`config.mk`:
```
export PLATFORM = sky130hd
export DESIGN_NAME = img_uart_tx
export DESIGN_NICKNAME = d
export VERILOG_FILES = /design/src/rtl/img_pkg.sv /design/src/rtl/uart_tx_byte.sv /design/src/rtl/img_uart_tx.sv
export SDC_FILE = /design/constraint.sdc
export NUM_CORES = 1
export LEC_CHECK = 0
export BUFFER_PORTS_ARGS = -buffer_cell sky130_fd_sc_hd__buf_2
export CORE_ASPECT_RATIO = 1.2
export CORE_MARGIN = 1
export CORE_UTILIZATION = 54
export DETAILED_ROUTE_END_ITERATION = 12
export PLACE_DENSITY = 0.75
export SLEW_MARGIN = 20
export SYNTH_ARGS = -nofsm -noshare
export SYNTH_HDL_FRONTEND = slang
export SYNTH_HIERARCHICAL = 1
export SYNTH_SLANG_ARGS = --single-unit
```
`constraint.sdc`:
```
create_clock -name i_clk_sys -period 2.6 [get_ports i_clk_sys]
set_input_delay 0.78 -clock i_clk_sys [delete_from_list [all_inputs] [get_ports i_clk_sys]]
set_output_delay 0.78 -clock i_clk_sys [all_outputs]
set_load 0.05 [all_outputs]
```
`src/rtl/img_pkg.sv`:
```
// Shared widths, sync bytes and FSM encoding for the image path.
// The ram and UART-RX blocks use the same widths and sync bytes.
package img_pkg;

  localparam int PIX_W  = 12;
  localparam int ADDR_W = 15;

  localparam logic [7:0] HDR0_DEF = 8'h55;
  localparam logic [7:0] HDR1_DEF = 8'hAA;

  typedef enum logic [2:0] {
    ST_IDLE,
    ST_HDR0,
    ST_HDR1,
    ST_RD_REQ,
    ST_RD_WAIT,
    ST_SEND_HI,
    ST_SEND_LO,
    ST_FIN
  } state_t;

  function automatic int bit_div(input int clk_freq, input int baud);
    return clk_freq / baud;
  endfunction

endpackage

```
`src/rtl/uart_tx_byte.sv`:
```
// 8N1 byte serialiser, LSB first; every bit lasts BIT_DIV clocks.
// A load is taken only on a cycle where tx_ready=1; the start bit begins the next cycle.
module uart_tx_byte #(
  parameter int BIT_DIV = 4
) (
  input  logic       clk,
  input  logic       rst_n,
  input  logic       tx_load,
  input  logic [7:0] tx_data,
  output logic       tx_ready,
  output logic       tx
);

  localparam int CNT_W = (BIT_DIV > 1) ? $clog2(BIT_DIV) : 1;
  localparam logic [CNT_W-1:0] CNT_LAST = CNT_W'(BIT_DIV - 1);
  localparam logic [CNT_W-1:0] CNT_PRE  = CNT_W'(BIT_DIV - 2);
  localparam logic [3:0]       STOP_IDX = 4'd9;

  logic [CNT_W-1:0] bit_cnt;
  logic [3:0]       bit_idx;
  logic [9:0]       shreg;

  // The line is the bottom flop of the shift register; all-ones means idle/stop.
  assign tx = shreg[0];

  always_ff @(posedge clk or negedge rst_n) begin
    if (!rst_n) begin
      bit_cnt  <= '0;
      bit_idx  <= '0;
      shreg    <= '1;
      tx_ready <= 1'b1;
    end else if (tx_ready) begin
      if (tx_load) begin
        shreg    <= {1'b1, tx_data, 1'b0};
        bit_cnt  <= '0;
        bit_idx  <= '0;
        tx_ready <= 1'b0;
      end
    end else begin
      if (bit_cnt == CNT_LAST) begin
        bit_cnt <= '0;
        bit_idx <= bit_idx + 4'd1;
        shreg   <= {1'b1, shreg[9:1]};
      end else begin
        bit_cnt <= bit_cnt + 1'b1;
      end
      // Ready is raised for the final clock of the stop bit so bytes can abut.
      if (bit_idx == STOP_IDX && bit_cnt == CNT_PRE)
        tx_ready <= 1'b1;
    end
  end

endmodule

```
`src/rtl/img_uart_tx.sv`:
```
// Streams the stored RGB444 frame from SPRAM over UART: two sync bytes,
// then each pixel as {4'h0,R} and {G,B}.
module img_uart_tx
  import img_pkg::*;
#(
  parameter int         CLK_FREQ = 50000000,
  parameter int         BAUD     = 115200,
  parameter int         PIX_NUM  = 19200,
  parameter logic [7:0] HDR0     = HDR0_DEF,
  parameter logic [7:0] HDR1     = HDR1_DEF
) (
  input  logic              i_clk_sys,
  input  logic              i_rst_n,
  input  logic              i_start,
  input  logic              i_abort,
  output logic              o_spram_rd_req,
  output logic [ADDR_W-1:0] o_spram_addr,
  input  logic              i_spram_gnt,
  input  logic [PIX_W-1:0]  i_spram_rd_data,
  output logic              o_uart_tx,
  output logic              o_busy,
  output logic              o_done
);

  localparam int                BIT_DIV   = bit_div(CLK_FREQ, BAUD);
  localparam logic [ADDR_W-1:0] LAST_ADDR = ADDR_W'(PIX_NUM - 1);

  state_t             state;
  logic [ADDR_W-1:0]  pix_cnt;
  logic [PIX_W-1:0]   pix;
  logic               tx_ready;
  logic               tx_load;
  logic               send_state;
  logic [7:0]         tx_data;

  // Abort is honoured before a load, so an aborting send state never starts a byte.
  assign send_state     = (state == ST_HDR0) || (state == ST_HDR1) ||
                          (state == ST_SEND_HI) || (state == ST_SEND_LO);
  assign tx_load        = send_state && tx_ready && !i_abort;
  assign o_spram_rd_req = (state == ST_RD_REQ) && !i_abort;
  assign o_spram_addr   = pix_cnt;
  assign o_busy         = (state != ST_IDLE);

  always_comb begin
    tx_data = 8'h00;
    case (state)
      ST_HDR0:    tx_data = HDR0;
      ST_HDR1:    tx_data = HDR1;
      ST_SEND_HI: tx_data = {4'h0, pix[11:8]};
      ST_SEND_LO: tx_data = pix[7:0];
      default:    tx_data = 8'h00;
    endcase
  end

  always_ff @(posedge i_clk_sys or negedge i_rst_n) begin
    if (!i_rst_n) begin
      state   <= ST_IDLE;
      pix_cnt <= '0;
      pix     <= '0;
      o_done  <= 1'b0;
    end else begin
      o_done <= 1'b0;
      case (state)
        ST_IDLE: if (i_start) begin
          state   <= ST_HDR0;
          pix_cnt <= '0;
        end
        ST_HDR0:    if (tx_ready) state <= i_abort ? ST_IDLE : ST_HDR1;
        ST_HDR1:    if (tx_ready) state <= i_abort ? ST_IDLE : ST_RD_REQ;
        ST_RD_REQ: begin
          if (i_abort)          state <= ST_IDLE;
          else if (i_spram_gnt) state <= ST_RD_WAIT;
        end
        ST_RD_WAIT: begin
          pix   <= i_spram_rd_data;
          state <= ST_SEND_HI;
        end
        ST_SEND_HI: if (tx_ready) state <= i_abort ? ST_IDLE : ST_SEND_LO;
        // Terminal compare precedes the increment so the counter never wraps.
        ST_SEND_LO: if (tx_ready) begin
          if (i_abort)                   state <= ST_IDLE;
          else if (pix_cnt == LAST_ADDR) state <= ST_FIN;
          else begin
            pix_cnt <= pix_cnt + 1'b1;
            state   <= ST_RD_REQ;
          end
        end
        ST_FIN: if (tx_ready) begin
          o_done <= 1'b1;
          state  <= ST_IDLE;
        end
        default: state <= ST_IDLE;
      endcase
    end
  end

  uart_tx_byte #(.BIT_DIV(BIT_DIV)) u_tx_byte (
    .clk      (i_clk_sys),
    .rst_n    (i_rst_n),
    .tx_load  (tx_load),
    .tx_data  (tx_data),
    .tx_ready (tx_ready),
    .tx       (o_uart_tx)
  );

endmodule
```
After elaboration in Yosys (flattened, before gate mapping)
Index checks and enable logic that the tools add are counted.
{ "op_classes": {"n_reduce_logical": 15, "n_eq_ne": 21, "add_sub_neg": 3, "n_mux": 34} }
{ "ops": {"columns": ["cell", "count"], "rows": [
  ["$mux 15", 4],
  ["$mux 3", 11],
  ["$pmux 8 s4", 1],
  ["$mux 10", 3],
  ["$pmux 15 s2", 1],
  ["$mux 9", 3],
  ["$pmux 3 s8", 1],
  ["$eq 9x9->1 const B", 2],
  ["$add 15x1->15 const B", 1],
  ["$eq 15x15->1 const B", 1],
  ["$eq 3x3->1 const B", 4],
  ["$mux 4", 3],
  ["$ne 2x1->1 const B", 5],
  ["$add 9x1->9 const B", 1],
  ["$ne 2x2->1 const B", 4],
  ["$reduce_and 7->1", 1],
  ["$eq 3x2->1 const B", 2],
  ["$mux 1", 5],
  ["$reduce_and 5->1", 1],
  ["$add 4x1->4 const B", 1],
  ["$eq 4x4->1 const B", 1],
  ["$logic_and 1x1->1", 4],
  ["$mux 2", 2],
  ["$reduce_bool 2->1", 2],
  ["other kinds (7)", 9]
]} }
{ "totals": {"reg_bits": 55} }

Logic depth before layout (Yosys ltp)
Gate-level depths: netlist of run 1.
{ "logic_depth": {"word_depth": 8, "depth_mapped": 9} }

By module
The synthesis of run 1 kept the hierarchy.
{ "by_module_without_submodules": {"columns": ["module", "seq_area_each_um2", "cells_per_inst", "area_each_um2", "n_inst"], "rows": [
  ["img_uart_tx", 775.7, 190, 1850.5, 1],
  ["uart_tx_byte", 588.1, 121, 1198.6, 1]
]} }

Least setup slack after synthesis of run 1
No wires, ideal clock.
{ "synth_path": {"kind": "register to register", "from": "reg pix_cnt[8] (netlist: o_spram_addr[8])", "to": "reg pix_cnt[12] (netlist: o_spram_addr[12])", "synth_period_minus_slack_ps": 2204, "setup_slack_ps": 396, "path_stages_with_launch": 6, "n_path_buf": 1, "setup_time_ps": 121, "arrival_ps": 2083, "required_ps": 2479, "cell_sequence": "dfrtp_1 -> or4b_4 -> nor4_4 -> buf_6 -> nor4_1 -> o22a_1"} }
{ "synth_between": {"elab_chain_len": 5, "word_cells_on_any_way": 8, "classes_between": "1 x add/sub; 2 x eq/ne; 4 x mux; 1 x reduce/logical"} }
{ "synth_lines": {"columns": ["item", "line_no", "source"], "rows": [
  ["from (decl)", "img_uart_tx.sv:29", "logic [ADDR_W-1:0] pix_cnt;"],
  ["from (signal assigned)", "img_uart_tx.sv:84", "pix_cnt <= pix_cnt + 1'b1;"],
  ["$add 15x1->15", "img_uart_tx.sv:84", null],
  ["$mux 15", "img_uart_tx.sv:82", "else if (pix_cnt == LAST_ADDR) state <= ST_FIN;"],
  ["$mux 15", "img_uart_tx.sv:81", "if (i_abort) state <= ST_IDLE;"],
  ["$mux 15", "img_uart_tx.sv:80", "ST_SEND_LO: if (tx_ready) begin"],
  ["$pmux 15 s2", "img_uart_tx.sv:63", "case (state)"]
]} }
Parallel ways exist; a longest one is shown, timed or not. The select of a mux whose other input is x is not followed.
A chain may end at the register's enable or synchronous reset.

Final worst setup path of run 1
{ "layout_path": {"from": "reg state[2]", "to": "out o_spram_rd_req"} }
{ "layout_between": {"elab_chain_len": 2} }
{ "layout_lines": {"columns": ["item", "line_no", "source"], "rows": [
  ["from (decl)", "img_uart_tx.sv:28", "state_t state;"],
  ["from (signal assigned)", "img_uart_tx.sv:68", "ST_HDR0: if (tx_ready) state <= i_abort ? ST_IDLE : ST_HDR1;"],
  ["from (signal assigned)", "img_uart_tx.sv:69", "ST_HDR1: if (tx_ready) state <= i_abort ? ST_IDLE : ST_RD_REQ;"],
  ["from (signal assigned)", "img_uart_tx.sv:78", "ST_SEND_HI: if (tx_ready) state <= i_abort ? ST_IDLE : ST_SEND_LO;"],
  ["$eq 3x2->1", "img_uart_tx.sv:40", "assign o_spram_rd_req = (state == ST_RD_REQ) && !i_abort;"],
  ["$logic_and 1x1->1", "img_uart_tx.sv:40", null],
  ["to (decl)", "img_uart_tx.sv:16", "output logic o_spram_rd_req,"]
]} }
No other way between the ends.

==> impl_summary.log, run 1 <==
INFO  metric grt_first_pass_wirelength = ~11000 µm
INFO  metric timing.final.hold_violations = 0
INFO  metric timing.setup.critical_path_class = reg2out
INFO  metric largest_buffer_count_on_any_clock_path = 2
INFO  metric grt_antenna_before_repair = 0
INFO  metric chipHeight = 84.3 µm
INFO  metric totalWireLength = 6310 µm
INFO  metric dr_wl_met3 = 163 µm
INFO  metric rsz0062_at_grt = false
INFO  metric starting_utilization_of_the_core_area = 0.568
INFO  metric synth_seq_cells = 54
INFO  metric number_of_nets_in_the_final_layout = roughly 380
INFO  metric timing_worst_slew_pin_value = 0.536 ns
INFO  metric synthCells = just over 300
INFO  metric floorplan.rows = 29
INFO  metric netlist-cell-type-count = 56
INFO  metric switching_share = 0.374
INFO  metric violated_checks = design-rule violations
INFO  metric coreArea = 5370 µm²
INFO  metric die_area = 5950 µm²
INFO  metric grt_remaining_overflow = 0
INFO  metric max_clock_freq = 434 MHz
INFO  metric cts_root_buf = sky130_fd_sc_hd__clkbuf_8
INFO  metric drive_gt1_frac = 0.252
INFO  metric seq_power_share = 0.444
INFO  metric first_global_vias = about 2400
INFO  metric fin_skew = 0.00603 ns
INFO  metric finalSetupViolations = 0
INFO  metric status = finished with violations
INFO  metric crit_path_required_time = 1.82 ns
INFO  metric cts_repair_resize_count = 0
INFO  metric cellInternalPower = 1.95 mW
INFO  metric vias_per_cell = 6.14
INFO  metric worst-endpoint-arrival = 1.52 ns
INFO  metric netlist_area = 3050 µm²
INFO  metric cts_max_level = 2
INFO  metric remaining_drc_errors = 2
INFO  metric drv_slew = 0
INFO  metric gp_congestion = between 0.8 and 0.9
INFO  metric highest-signal-layer = met4
INFO  metric detailed_router_s_first_iteration_violation_count = 203
INFO  metric postSynth.asyncResetShare = 1.00
INFO  metric tritoncts = built
INFO  metric power.share.combinational = 0.377
INFO  metric min_path_type = in2async
INFO  metric synth_enable_flop_cells = 0
INFO  metric final.period_utilization = 0.886
INFO  metric route.detailed.wl_per_inst = 15.3 µm
INFO  metric cts_inserted_buffers = 5
INFO  metric dieWidth = ~71 µm
INFO  metric worstSetupEndpointType = primary output
INFO  metric period_minus_slack = 2.30 ns
INFO  metric dominantRegCellSynth = sky130_fd_sc_hd__dfrtp_1
INFO  metric max_cap_viol_count = 0
INFO  metric maximum_number_of_pins_on_one_net_before_global_route_repair = 25
INFO  metric seq_area_frac_synth = 0.447
INFO  metric area_delta_synth_final = 11.7%
INFO  metric drt.antenna.violating_nets = 0
INFO  metric global_route.usage.total = 0.223
INFO  metric crit_path_start_kind = flip-flop
INFO  metric vias = about 2500
INFO  metric pin_count = 36
INFO  metric finish.utilization = 0.634
INFO  metric half_perimeter_wire_length_of_the_detailed_placement_result = 4490 µm
INFO  metric setup-tns-final = 0 ns
INFO  metric power.static_leakage = 1.53 nW
INFO  metric total_switching_power = 1.17 mW
INFO  metric number_of_detailed_route_iterations_in_the_first_pass = 9
INFO  metric clk-insertion-delay-late = 0.30 ns
INFO  metric avgSynthCellArea = 9.80 µm²
INFO  metric worst_setup_hold_path_clk_slew = 0.10 ns
INFO  metric cts_setup_buffers = 0
INFO  metric power.density_cell_area = 916 nW/µm²
INFO  metric share_clk_of_total_power = 0.179
INFO  metric tritoncts_num_sinks = 54
INFO  metric post_cts_hold_buffer_count = 0
INFO  metric ys.warnings.count = 6
INFO  metric met2_length = around 3100 µm
INFO  metric wl_met1 = 2970 µm
INFO  metric maxSlewHeadroom = 0.643
INFO  metric mappedNetlistNets = 338
INFO  metric io_buffers = 35
INFO  metric antenna-diode-count = 0
INFO  metric path_max_fanout = 9
INFO  metric maximum_vdd_ir_drop = just over 0.0005 V
## critical path, cell delays in order (launching register included)
cell	delay [ns]
sky130_fd_sc_hd__dfrtp_1	0.49
sky130_fd_sc_hd__inv_1	0.25
sky130_fd_sc_hd__and3_1	0.22
sky130_fd_sc_hd__buf_2	0.27
## cell usage in the layout (no fill, tap or decap), types with 5 or more instances in the layout
cell type,n
sky130_fd_sc_hd__nand2_1,25
sky130_fd_sc_hd__a21boi_0,9
sky130_fd_sc_hd__nor2_1,5
sky130_fd_sc_hd__clkbuf_8,5
sky130_fd_sc_hd__nand3_1,12
sky130_fd_sc_hd__nor4_1,9
sky130_fd_sc_hd__buf_2,35
sky130_fd_sc_hd__nor3_1,11
sky130_fd_sc_hd__a21oi_1,23
sky130_fd_sc_hd__dfrtp_1,44
sky130_fd_sc_hd__buf_4,9
sky130_fd_sc_hd__mux2_2,12
sky130_fd_sc_hd__ha_1,10
sky130_fd_sc_hd__dfstp_2,10
sky130_fd_sc_hd__nand4_1,5
sky130_fd_sc_hd__o21ai_0,26
sky130_fd_sc_hd__o22a_1,8
sky130_fd_sc_hd__inv_1,20
sky130_fd_sc_hd__o22ai_1,8
## cell families (layout without fill, tap and decap cells)
| family | Yosys count | after routing | share of synthesized area |
|---|---|---|---|
| and+or+nand+nor | 98 | 98 | 0.192 |
| AOI/OAI and AO/OA | 97 | 97 | 0.207 |
| DFF | 54 | 54 | 0.447 |
| buffers and inverters | 34 | 72 | 0.0492 |
| muxes | 16 | 16 | 0.0574 |
| adders and majority gates | 10 | 10 | 0.0410 |
| xor gates and xnor gates | 2 | 2 | 0.00575 |
## registers in the layout, summed over array words and instances, names as in the netlist
| register | flops |
|---|---|
| o_spram_addr | 15 |
| pix | 12 |
| u_tx_byte/bit_cnt | 9 |
| u_tx_byte/shreg | 9 |
| u_tx_byte/bit_idx | 4 |
| state | 3 |
| o_done | 1 |
| u_tx_byte/tx_ready | 1 |
## routing by layer
| layer | vias up | GRT usage |
|---|---|---|
| li1 | 1230 | - |
| met1 | 1227 | 0.291 |
| met2 | 57 | 0.366 |
| met3 | 10 | 0.0312 |
| met4 | 0 | 0.109 |
| met5 | - | 0 |
## final timing paths
kind / start / end / slack [ns] / depth (start not counted)
max reg2reg: o_spram_addr[8] / o_spram_addr[4] / 0.37 / 4
min in group i_clk_sys: u_tx_byte/shreg[1] / u_tx_byte/shreg[1] / 0.50 / 2
max: state[2] / o_spram_rd_req / 0.30 / 3
min: i_rst_n / o_spram_addr[8] / 0.39 / 1
max in group asynchronous: i_rst_n / u_tx_byte/shreg[8] / 1.56 / 2
min reg2reg: u_tx_byte/shreg[1] / u_tx_byte/shreg[1] / 0.50 / 2
## synthesized netlist by cell type (all sizes together) (3+ instances only)
library cell / number / area share
a21oi: 23 / 0.038
or3: 4 / 0.0082
mux2i: 4 / 0.013
nor2: 5 / 0.0062
or4b: 3 / 0.011
a21boi: 9 / 0.022
nor3b: 3 / 0.0074
nor4: 10 / 0.025
nand3: 12 / 0.020
nand4: 6 / 0.017
inv: 20 / 0.025
clkbuf: 8 / 0.0098
buf: 6 / 0.015
o22ai: 8 / 0.016
o22a: 8 / 0.023
dfrtp: 44 / 0.36
and3: 6 / 0.013
a21o: 5 / 0.015
nor3: 11 / 0.018
ha: 10 / 0.041
a2bb2oi: 4 / 0.011
nand2: 25 / 0.031
o21ai: 26 / 0.043
mux2: 12 / 0.044
dfstp: 10 / 0.086
## area by class of cell
class                      instances  area, µm²
clock buffer                       6       72.6
sequential                        54       1360
clock inverter                     2       37.5
fill                             476       1970
multi-input combinational        223       1540
timing repair buffer              44        243
inverter                          20       75.1
tap                               62       77.6
## per-stage QoR
stage	hold slack (ns)	instances	worst slack (ns)	instance area [µm²]	power (mW)
floorplan	0.445	311	0.396	3050	2.27
global placement	0.483	403	0.341	3290	2.53
detailed placement	0.486	403	0.293	3290	2.57
CTS	0.393	411	0.319	3400	3.13
global route	0.391	411	0.235	3400	3.34
finish	0.389	411	0.296	3400	3.12
## power groups by stage
stage / logic (mW) / registers [mW] / clock network (mW)
after floorplan: 0.885 / 1.38 / 0
after global placement: 1.14 / 1.38 / 0
after detailed placement: 1.17 / 1.40 / 0
after CTS: 1.17 / 1.38 / 0.576
after global routing: 1.31 / 1.43 / 0.610
final: 1.18 / 1.39 / 0.558
Note: power is estimated with default switching activity, not from simulation.
==> inputs of run 2 (changes only) <==
Settings changed: CORE_UTILIZATION 54 to 30, PLACE_DENSITY 0.75 to default.
==> impl_summary.log, run 2 (synthesized netlist as in run 1, its figures left out) <==
INFO  metric status = finished, final reports clean
INFO  metric dieWidth = roughly 94 µm
INFO  metric maximum_vdd_ir_drop = 0.000365 V
INFO  metric timing.hold.worst_endpoint = u_tx_byte/shreg[1]
INFO  metric vias_per_cell = 5.33
INFO  metric largest_buffer_count_on_any_clock_path = 2
INFO  metric hold_depth = 2
INFO  metric finalSetupViolations = 0
INFO  metric starting_utilization_of_the_core_area = 0.314
INFO  metric cts_max_level = 2
INFO  metric switching_share = 0.378
INFO  metric detailed_router_s_first_iteration_violation_count = 83
INFO  metric worst-endpoint-arrival = 1.50 ns
INFO  metric setup-tns-final = 0 ns
INFO  metric gp_congestion = 0.802
INFO  metric power.static_leakage = 1.55 nW
INFO  metric final.period_utilization = 0.877
INFO  metric global_route.usage.total = 0.142
INFO  metric power.share.combinational = 0.364
INFO  metric period_minus_slack = approximately 2.3 ns
INFO  metric cts_root_buf = sky130_fd_sc_hd__clkbuf_16
INFO  metric vias = 2506
INFO  metric drt.antenna.violating_nets = 0
INFO  metric drv_slew = 0
INFO  metric floorplan.rows = 39
INFO  metric die_area = 10600 µm²
INFO  metric grt_remaining_overflow = 0
INFO  metric max_cap_viol_count = 0
INFO  metric maxSlewHeadroom = 0.547
INFO  metric number_of_detailed_route_iterations_in_the_first_pass = 4
INFO  metric remaining_drc_errors = 0
INFO  metric count_of_cells_along_the_worst_register_to_register_path = 6
INFO  metric route.detailed.wl_per_inst = 14.9 µm
INFO  metric io_buffers = 35
INFO  metric coreArea = 9710 µm²
INFO  metric reg2reg_from = state[0]
INFO  metric grt_antenna_before_repair = 0
INFO  metric min_path_type = reg2reg
INFO  metric timing.rr.end = o_spram_addr[13]
INFO  metric cts_setup_buffers = 0
INFO  metric cts_repair_resize_count = 0
INFO  metric largest_reg_flops = 15
INFO  metric rsz0062_at_grt = false
INFO  metric chipHeight = 112 µm
INFO  metric post_cts_hold_buffer_count = 0
INFO  metric timing.setup.critical_path_class = reg2out
INFO  metric worstSetupEndpointType = primary output
INFO  metric hp-start = u_tx_byte/shreg[1]
INFO  metric timing.final.hold_violations = 0
INFO  metric total_switching_power = 1.23 mW
INFO  metric path_max_fanout = 6
INFO  metric seq_power_share = 0.422
INFO  metric number_of_nets_in_the_final_layout = 373
INFO  metric fin_skew = 0.00612 ns
INFO  metric tritoncts = built
INFO  metric max_clock_freq = roughly 440 MHz
INFO  metric most_frequent_cells_in_the_layout = sky130_fd_sc_hd__dfrtp_1, sky130_fd_sc_hd__buf_2, sky130_fd_sc_hd__o21ai_0, sky130_fd_sc_hd__nand2_1, sky130_fd_sc_hd__a21oi_1
INFO  metric cts_inserted_buffers = 5
INFO  metric most_common_cell_after_layout_fill_and_taps_aside = sky130_fd_sc_hd__dfrtp_1
INFO  metric first_global_vias = 2558
INFO  metric timing_worst_slew_pin_value = 0.680 ns
INFO  metric tritoncts_num_sinks = 54
INFO  metric crit_path_required_time = between 1.5 and 2 ns
INFO  metric cellInternalPower = 2.03 mW
INFO  metric clk-insertion-delay-late = about 0.29 ns
INFO  metric area_delta_synth_final = 15.1%
INFO  metric totalPowerFinal = 3.27 mW
INFO  metric r2r_slack = 0.40 ns
INFO  metric drive_gt1_frac = 0.251
INFO  metric grt_first_pass_wirelength = 12200 µm
INFO  metric worst_setup_hold_path_clk_slew = 0.08 ns
INFO  metric totalWireLength = 7010 µm
INFO  metric power.density_cell_area = 931 nW/µm²
INFO  metric pin_count = 36
INFO  metric crit_path_start_kind = flip-flop
INFO  metric share_clk_of_total_power = 0.214
INFO  metric maximum_number_of_pins_on_one_net_before_global_route_repair = 55
INFO  metric antenna-diode-count = 0
INFO  metric half_perimeter_wire_length_of_the_detailed_placement_result = 4990 µm
==> run 2: cell count changes in the layout (fill, tap and decap cells not counted), sizes merged <==
cell / before / now
clkbuf: 6 / 5
clkinv: 0 / 1
bufinv: 1 / 0
inv: 20 / 22
clkinvlp: 1 / 0
buf: 44 / 42
==> run 2: worst max-delay path by stage <==
| stage | to | depth (start not counted) | start |
|---|---|---|---|
| finish | o_busy | 4 | state[0] |
| global route | o_busy | 4 | state[0] |
| CTS | o_busy | 4 | state[0] |
| detailed placement | o_spram_rd_req | 4 | i_abort |
| global placement | o_spram_rd_req | 4 | i_abort |
| floorplan | o_spram_addr[12] | 5 | o_spram_addr[8] |
==> run 2: layer usage <==
layer | part of all wire | up-vias | global-route usage | routed length (µm)
li1 | - | 1222 | - | -
met1 | 0.46 | 1231 | 0.181 | 3230
met2 | 0.50 | 47 | 0.252 | 3520
met3 | 0.030 | 6 | 0.0244 | 212
met4 | 0.0077 | 0 | 0.0256 | 54
met5 | 0 | - | 0 | 0
==> run 2: per-stage QoR <==
step                      instance area (µm²)   util  cells  hold WS [ns]  setup slack, ns
after floorplan                          3050      -    311         0.445            0.396
after global placement                   3360  0.346    462         0.480            0.412
after detailed placement                 3360  0.346    462         0.479            0.400
after CTS                                3510  0.361    470         0.492            0.303
after global routing                     3510  0.361    470         0.509            0.205
final                                    3510  0.361    470         0.493            0.320
==> run 2: critical path: stages, from the launching register on <==
cell and delay (ns):
sky130_fd_sc_hd__dfrtp_1 0.39, sky130_fd_sc_hd__inv_1 0.09, sky130_fd_sc_hd__ha_1 0.28, sky130_fd_sc_hd__nand2_1 0.16, sky130_fd_sc_hd__buf_2 0.29
==> run 2: cell type report <==
cell class	count	area [µm²]
Fill cell	989	6200
Multi-Input combinational cell	223	1540
Sequential cell	54	1360
Timing Repair Buffer	42	228
Tap cell	123	154
Clock buffer	5	125
Inverter	20	75.1
Clock inverter	3	28.8
==> run 2: power groups by stage <==
stage	clock (mW)	combinational (mW)	sequential [mW]
6_report	0.699	1.19	1.38
5_1_grt	0.751	1.34	1.42
4_1_cts	0.728	1.20	1.38
3_5_place_dp	0	1.20	1.39
3_3_place_gp	0	1.17	1.37
2_1_floorplan	0	0.885	1.38
